File: config.mk
export PLATFORM = sky130hd
export DESIGN_NAME = lector_bus_rtc
export DESIGN_NICKNAME = d
export VERILOG_FILES = /design/src/rtl/lector_bus_rtc.sv
export SDC_FILE = /design/constraint.sdc
export NUM_CORES = 1
export LEC_CHECK = 0
export ABC_AREA = 1
export CORE_MARGIN = 2
export CORE_UTILIZATION = 55
export DETAILED_ROUTE_END_ITERATION = 16
export DONT_BUFFER_PORTS = 1
export HOLD_SLACK_MARGIN = 0.12
export MAX_ROUTING_LAYER = met4
export PLACE_DENSITY = 0.7
export SETUP_SLACK_MARGIN = 0.4
export SLEW_MARGIN = 5
export SYNTH_ARGS = -nofsm -noshare
export SYNTH_HDL_FRONTEND = slang
export SYNTH_SLANG_ARGS = --single-unit
File: constraint.sdc
create_clock -name clk -period 2.6 [get_ports clk]
set_input_delay 0.52 -clock clk [delete_from_list [all_inputs] [get_ports clk]]
set_output_delay 0.52 -clock clk [all_outputs]
set_load 0.005 [all_outputs]
File: src/rtl/lector_bus_rtc.sv
// Read-cycle controller for the RTC multiplexed address/data bus.
// It sends the address, turns the bus around, strobes RD and captures the returned byte.
module lector_bus_rtc #(
   parameter int T_FASE = 4
) (
   input  logic       clk,
   input  logic       reset,
   input  logic       inicio,
   input  logic [7:0] direccion,
   input  logic [7:0] bus_in,
   output logic [7:0] direccion_out,
   output logic       sel_mux,
   output logic       bus_oe,
   output logic       cs_n,
   output logic       ad_n,
   output logic       wr_n,
   output logic       rd_n,
   output logic [7:0] dato_leido,
   output logic       dato_valido,
   output logic       ocupado
);

   localparam logic [7:0] LAST_CNT = 8'(T_FASE - 1);

   typedef enum logic [2:0] {IDLE, DIR_SET, DIR_HOLD, SEPARA, LEE, FIN} estado_t;

   estado_t    r_state;
   logic [7:0] r_cnt;
   logic       w_fin_fase;

   assign w_fin_fase = (r_cnt == LAST_CNT);

   always_ff @(posedge clk) begin
      if (!reset) begin
         r_state       <= IDLE;
         r_cnt         <= 8'd0;
         cs_n          <= 1'b1;
         ad_n          <= 1'b1;
         wr_n          <= 1'b1;
         rd_n          <= 1'b1;
         bus_oe        <= 1'b0;
         sel_mux       <= 1'b0;
         direccion_out <= 8'h00;
         dato_leido    <= 8'h00;
         dato_valido   <= 1'b0;
         ocupado       <= 1'b0;
      end else begin
         // Outputs are registered from the state held before this edge,
         // so rd_n is still low on the edge that samples bus_in.
         cs_n        <= !(r_state == DIR_SET || r_state == DIR_HOLD || r_state == LEE);
         ad_n        <= !(r_state == DIR_SET || r_state == DIR_HOLD);
         wr_n        <= (r_state != DIR_SET);
         rd_n        <= (r_state != LEE);
         bus_oe      <= (r_state == DIR_SET || r_state == DIR_HOLD);
         sel_mux     <= 1'b0;
         dato_valido <= (r_state == FIN);
         ocupado     <= (r_state != IDLE);

         case (r_state)
            IDLE: begin
               r_cnt <= 8'd0;
               if (inicio) begin
                  direccion_out <= direccion;
                  r_state       <= DIR_SET;
               end
            end
            DIR_SET: begin
               if (w_fin_fase) begin
                  r_state <= DIR_HOLD;
                  r_cnt   <= 8'd0;
               end else begin
                  r_cnt <= r_cnt + 8'd1;
               end
            end
            DIR_HOLD: begin
               if (w_fin_fase) begin
                  r_state <= SEPARA;
                  r_cnt   <= 8'd0;
               end else begin
                  r_cnt <= r_cnt + 8'd1;
               end
            end
            SEPARA: begin
               if (w_fin_fase) begin
                  r_state <= LEE;
                  r_cnt   <= 8'd0;
               end else begin
                  r_cnt <= r_cnt + 8'd1;
               end
            end
            LEE: begin
               if (w_fin_fase) begin
                  dato_leido <= bus_in;
                  r_state    <= FIN;
                  r_cnt      <= 8'd0;
               end else begin
                  r_cnt <= r_cnt + 8'd1;
               end
            end
            FIN: begin
               r_state <= IDLE;
               r_cnt   <= 8'd0;
            end
            default: begin
               r_state <= IDLE;
               r_cnt   <= 8'd0;
            end
         endcase
      end
   end

endmodule

Word level (Yosys, flattened, before mapping). Index checks and enable logic that the tools add are counted.

Bits in registers: 34. Bits of input ports: 19. Logic and storage cells: 44.

Add/subtract/negate cells: 1. Equal/unequal tests: 13. Multiplexer cells: 6. Bitwise gates (word level): 2. Reduce and logical (&&, ||, !) cells: 11.

Operators with widths (count): $mux W3 (5); $pmux W3 S5 (1); $ne A2 B2 Y1 const B (5); $add A8 B1 Y8 const B (1); $eq A8 B2 Y1 const B (1); $eq A3 B2 Y1 const B (2); $eq A3 B3 Y1 const B (2); $reduce_and A5 Y1 (1); $reduce_and A2 Y1 (2); $reduce_or A4 Y1 (1); $eq A3 B1 Y1 const B (1); $logic_not A3 Y1 (1); $ne A3 B1 Y1 const B (1); $ne A3 B3 Y1 const B (1); $reduce_bool A3 Y1 (1); $reduce_or A3 Y1 (1); $logic_not A1 Y1 (2); $logic_or A1 B1 Y1 (2); $not A1 Y1 (2).

Logic depth before layout (Yosys ltp).
Word-level depth: 4. Mapped depth: 9. Depth with buffers taken out: 9.

Worst setup path after synthesis. Ideal clock, no wire load.

Path type: register to register. From: register r_cnt[0]. To: register dato_leido[0]. Setup time: 0.113 ns. Arrival: 1.150 ns. Data required time: 2.487 ns. Path slack: 1.337 ns. Cell stages (with the launch flop): 9. Period minus slack after synthesis: 1.263 ns. Cell sequence: dfxtp_1 -> ha_1 -> nand2_2 -> nor2_2 -> nand2_4 -> nor2_8 -> inv_4 -> nor2_1 -> nor2_1.

Cells in the longest elaborated chain, start to end: 2.

RTL lines: from (decl) (RTL line 28) `logic [7:0] r_cnt;`; from (signal assigned) (RTL line 72) `r_cnt <= r_cnt + 8'd1;`; from (signal assigned) (RTL line 80) `r_cnt <= r_cnt + 8'd1;`; from (signal assigned) (RTL line 88) `r_cnt <= r_cnt + 8'd1;`; $eq A8 B2 Y1 (RTL line 31) `assign w_fin_fase = (r_cnt == LAST_CNT);`; $reduce_and A2 Y1 (no line); to (signal assigned) (RTL line 93) `dato_leido <= bus_in;`; to (decl) (RTL line 18) `output logic [7:0] dato_leido,`.

No other way between the ends. A chain may end at the register's enable or synchronous reset.

Worst setup path in the final report.
From: register r_state[1]. To: register r_state[1].

Cells in the longest elaborated chain, start to end: 3. Elaborated cells between the ends (all ways): 12. Those cells by class: eq/ne (9); mux (1); reduce/logical (2).

RTL lines: from (decl) (RTL line 27) `estado_t r_state;`; from (signal assigned) (RTL line 35) `r_state <= IDLE;`; from (signal assigned) (RTL line 64) `r_state <= DIR_SET;`; from (signal assigned) (RTL line 69) `r_state <= DIR_HOLD;`; $eq A3 B2 Y1 (tied with other cells) (RTL line 59) `case (r_state)`; $ne A2 B2 Y1 (no line); $reduce_and A5 Y1 (no line).

Several ways; a longest one is shown, not always the timed one.

==> results.toml <==
[status]
status = "finished clean"

[critical_path]
crit_required_ps = 2830
reg2regPathDepth = 8
critPathMaxFanout = 12
r2r-start = "r_state[1]$_SDFFE_PN0P_"
crit_start = "r_state[1]$_SDFFE_PN0P_"
endpoint_kind = "flip-flop"
regToRegEndpoint = "r_state[1]$_SDFFE_PN0P_"
critical_path_arrival_ps = 1760
path_class = "reg -> reg"
worstSetupEndpoint = "r_state[1]$_SDFFE_PN0P_"
reg2reg_slack_ps = 1070
start_kind = "flip-flop"

[logic_synthesis]
synthMuxAreaShare_pct = 0
synth_top_flop_cell = "dfxtp_1"
synth_xor_area_share_pct = 2.59
synth_area_leaders = "dfxtp_1 (50%), nand2_1 (7.5%), nor2_1 (7.5%)"
avgSynthCellArea_um2 = 7.97
yosys.area_share.simple_pct = 30.0
synth.distinct_cells = 24
yosys_register_bits = 34
yosysWarnings = 0
synth_top_family_by_area = "simple AND/OR/NAND/NOR gates"
ys_seq_area_share_pct = 50.2
synth_compound_area_share_pct = 8.49
synthAdderAreaFrac_pct = 0.923
syn_area_mm2 = 0.00136
synth_top_area_share_pct = 50.2
synth-edff-count = 0
synth_top_area_cell = "dfxtp_1"
async_flop_share_pct = 0
synthCells = 170
synth_fp_nets = 190

[grt]
antenna_found_initial = 0
grt.overflow.total = 0
first_global_vias = 962
grt_pass1_wl_um = 4030
grt_usage_pct = 20.5
grt_max_degree = 16

[clocking]
post-cts-setup-buffers = 0
cts.sinks = 34
cts-root-buf = "clkbuf_4"
cts_resized = 0
clock_path_buffers = 2
clk_latency_ps = 340
cts-buffers-inserted = 5
h-tree-depth = 2
ctsHoldBuffers = 0
clk_pin_slew_ps = 110
cts_tree = "done"

[sta]
setup_viol = 0
fmax_mhz = 654
finalHoldViolCount = 0
tns_ps = 0
finalMaxSlewViolations = 0
fin_crit_sh_pct = 58.8
fin_crit_ps = 1530
fin_hold_ws_ps = 238
slew_headroom_pct = 64.8
worst_pin_slew_ps = 528
rsz0062_at_grt = "false"
fin_skew_ps = 9.31

[drt]
viasPerCell = 5.13
wl_um = 2540
ant_nets = 0
vias = 1031
drt_iter0_markers = 27
drcViolationCount = 0
firstDrtPassIters = 6
wl_per_cell_um = 12.6

[pwr]
leakage_nw = 0.663
seqPwrFrac_pct = 44.7
power_frac_comb_pct = 22.0
switching_power_mw = 0.468
ir_drop_mv = 0.725
internal-power_mw = 0.998
p_per_area_mw_per_mm2 = 998
clock_power_share_pct = 33.4
power.share.switching_pct = 31.9

[cells_and_area]
fin_util_pct = 64.5
regArea_um2 = 681
final_cells = 201
multiInputGateArea_um2 = 573
fillers = 181
drive_gt1_share_pct = 16.8
n_antenna_cell = 0
area_delta_synth_final_pct = 8.40
final_area_mm2 = 0.00147
nNetsFinal = 192

[floorplan]
die_w_um = 53.6
num_rows = 17
die_y_um = 53.6
initial_core_util_pct = 59.5
dieArea_mm2 = 0.00288
core-area_mm2 = 0.00228
ioPinCount = 43

[min_path]
hp-class = "in -> reg"

[placement]
numPortBuffers = 0
dpl.hpwl_um = 1820
dpl-instance-area_mm2 = 0.00136
dp_cells = 193
place.gp.congestion = 0.861

[flow_run]
max_cap_violations = 0
## cell usage in the layout (no fill, tap or decap), types with 2 or more instances in the layout
cell type	netlist	layout
nor2_2	5	5
bufinv_16	0	2
o21ai_0	3	3
a21oi_1	12	12
inv_2	6	6
nand3_1	13	13
clkbuf_4	0	5
dfxtp_1	34	34
nor3_1	2	2
nand2_2	3	3
o21ai_1	8	8
nor2_1	27	27
inv_1	12	12
nand2_1	27	27
nand2_4	2	2
xor2_1	4	4
## per-layer routing
layer  vias to the layer above  GRT usage (%)  part of all wire, %
met4                         0           10.3                  2.0
met2                        36           32.9                   46
met5                         -              -                    0
met1                       453           21.6                   44
li1                        534              -                    -
met3                         8           8.61                  7.9
## how the worst min path moves through the flow
stage                              startpoint                   to  slack [ps]  depth (start not counted)
after CTS                               reset      wr_n$_SDFF_PN1_         220                          1
after global routing                    reset      wr_n$_SDFF_PN1_         220                          1
after floorplan           r_cnt[0]$_SDFF_PP0_  r_cnt[0]$_SDFF_PP0_         420                          1
after detailed placement  r_cnt[0]$_SDFF_PP0_  r_cnt[0]$_SDFF_PP0_         440                          1
final                                   reset      wr_n$_SDFF_PN1_         240                          1
after global placement    r_cnt[0]$_SDFF_PP0_  r_cnt[0]$_SDFF_PP0_         430                          1
## flip-flops by register name, indices dropped and copies added, names as in the netlist, 3 cells and up
register and cells:
direccion_out 8, dato_leido 8, r_state 3, r_cnt 8
## worst max-delay path, stage by stage, from the launching register on
cell and delay, ps:
dfxtp_1 360, inv_2 100, nand2_2 60, nor2_2 410, nand2_1 170, nand2_1 130
nand2_1 80, nand2_1 60, nor2_1 40
## cell type report
class | instances | area share (%)
inverters | 19 | 5.03
well taps | 28 | 2.39
flip-flops and latches | 34 | 46.3
multi-input cells | 112 | 39.0
clock buffers | 5 | 2.56
clock inverters | 3 | 4.68
## through the flow
stage	worst slack [ps]	power [mW]
CTS	1100	1.47
global route	912	1.55
finish	1070	1.47
detailed placement	1110	0.986
global placement	1160	0.974
floorplan	1340	0.937
## synthesized netlist by cell type, types with 2 or more instances
master	n
dfxtp_1	34
nand2_1	27
nor2_1	27
nand3_1	13
a21oi_1	12
inv_1	12
o21ai_1	8
inv_2	6
nor2_2	5
xor2_1	4
nand2_2	3
o21ai_0	3
buf_4	2
clkbuf_1	2
nand2_4	2
nor3_1	2
## power by group through the flow
stage	Sequential, mW	Combinational, mW	Clock [mW]
floorplan	0.653	0.284	0
global placement	0.662	0.312	0
detailed placement	0.666	0.320	0
CTS	0.655	0.320	0.499
global route	0.668	0.370	0.512
finish	0.655	0.322	0.489
## cells by family after synthesis
family | count (synthesis)
buffers and inverters | 24
XOR/XNOR | 4
AND/OR/NAND/NOR | 83
flip-flops | 34
adder cells (fa/ha/maj) | 1
other | 1
AO/OA/AOI/OAI | 23
Power figures use the tool's default switching activity.
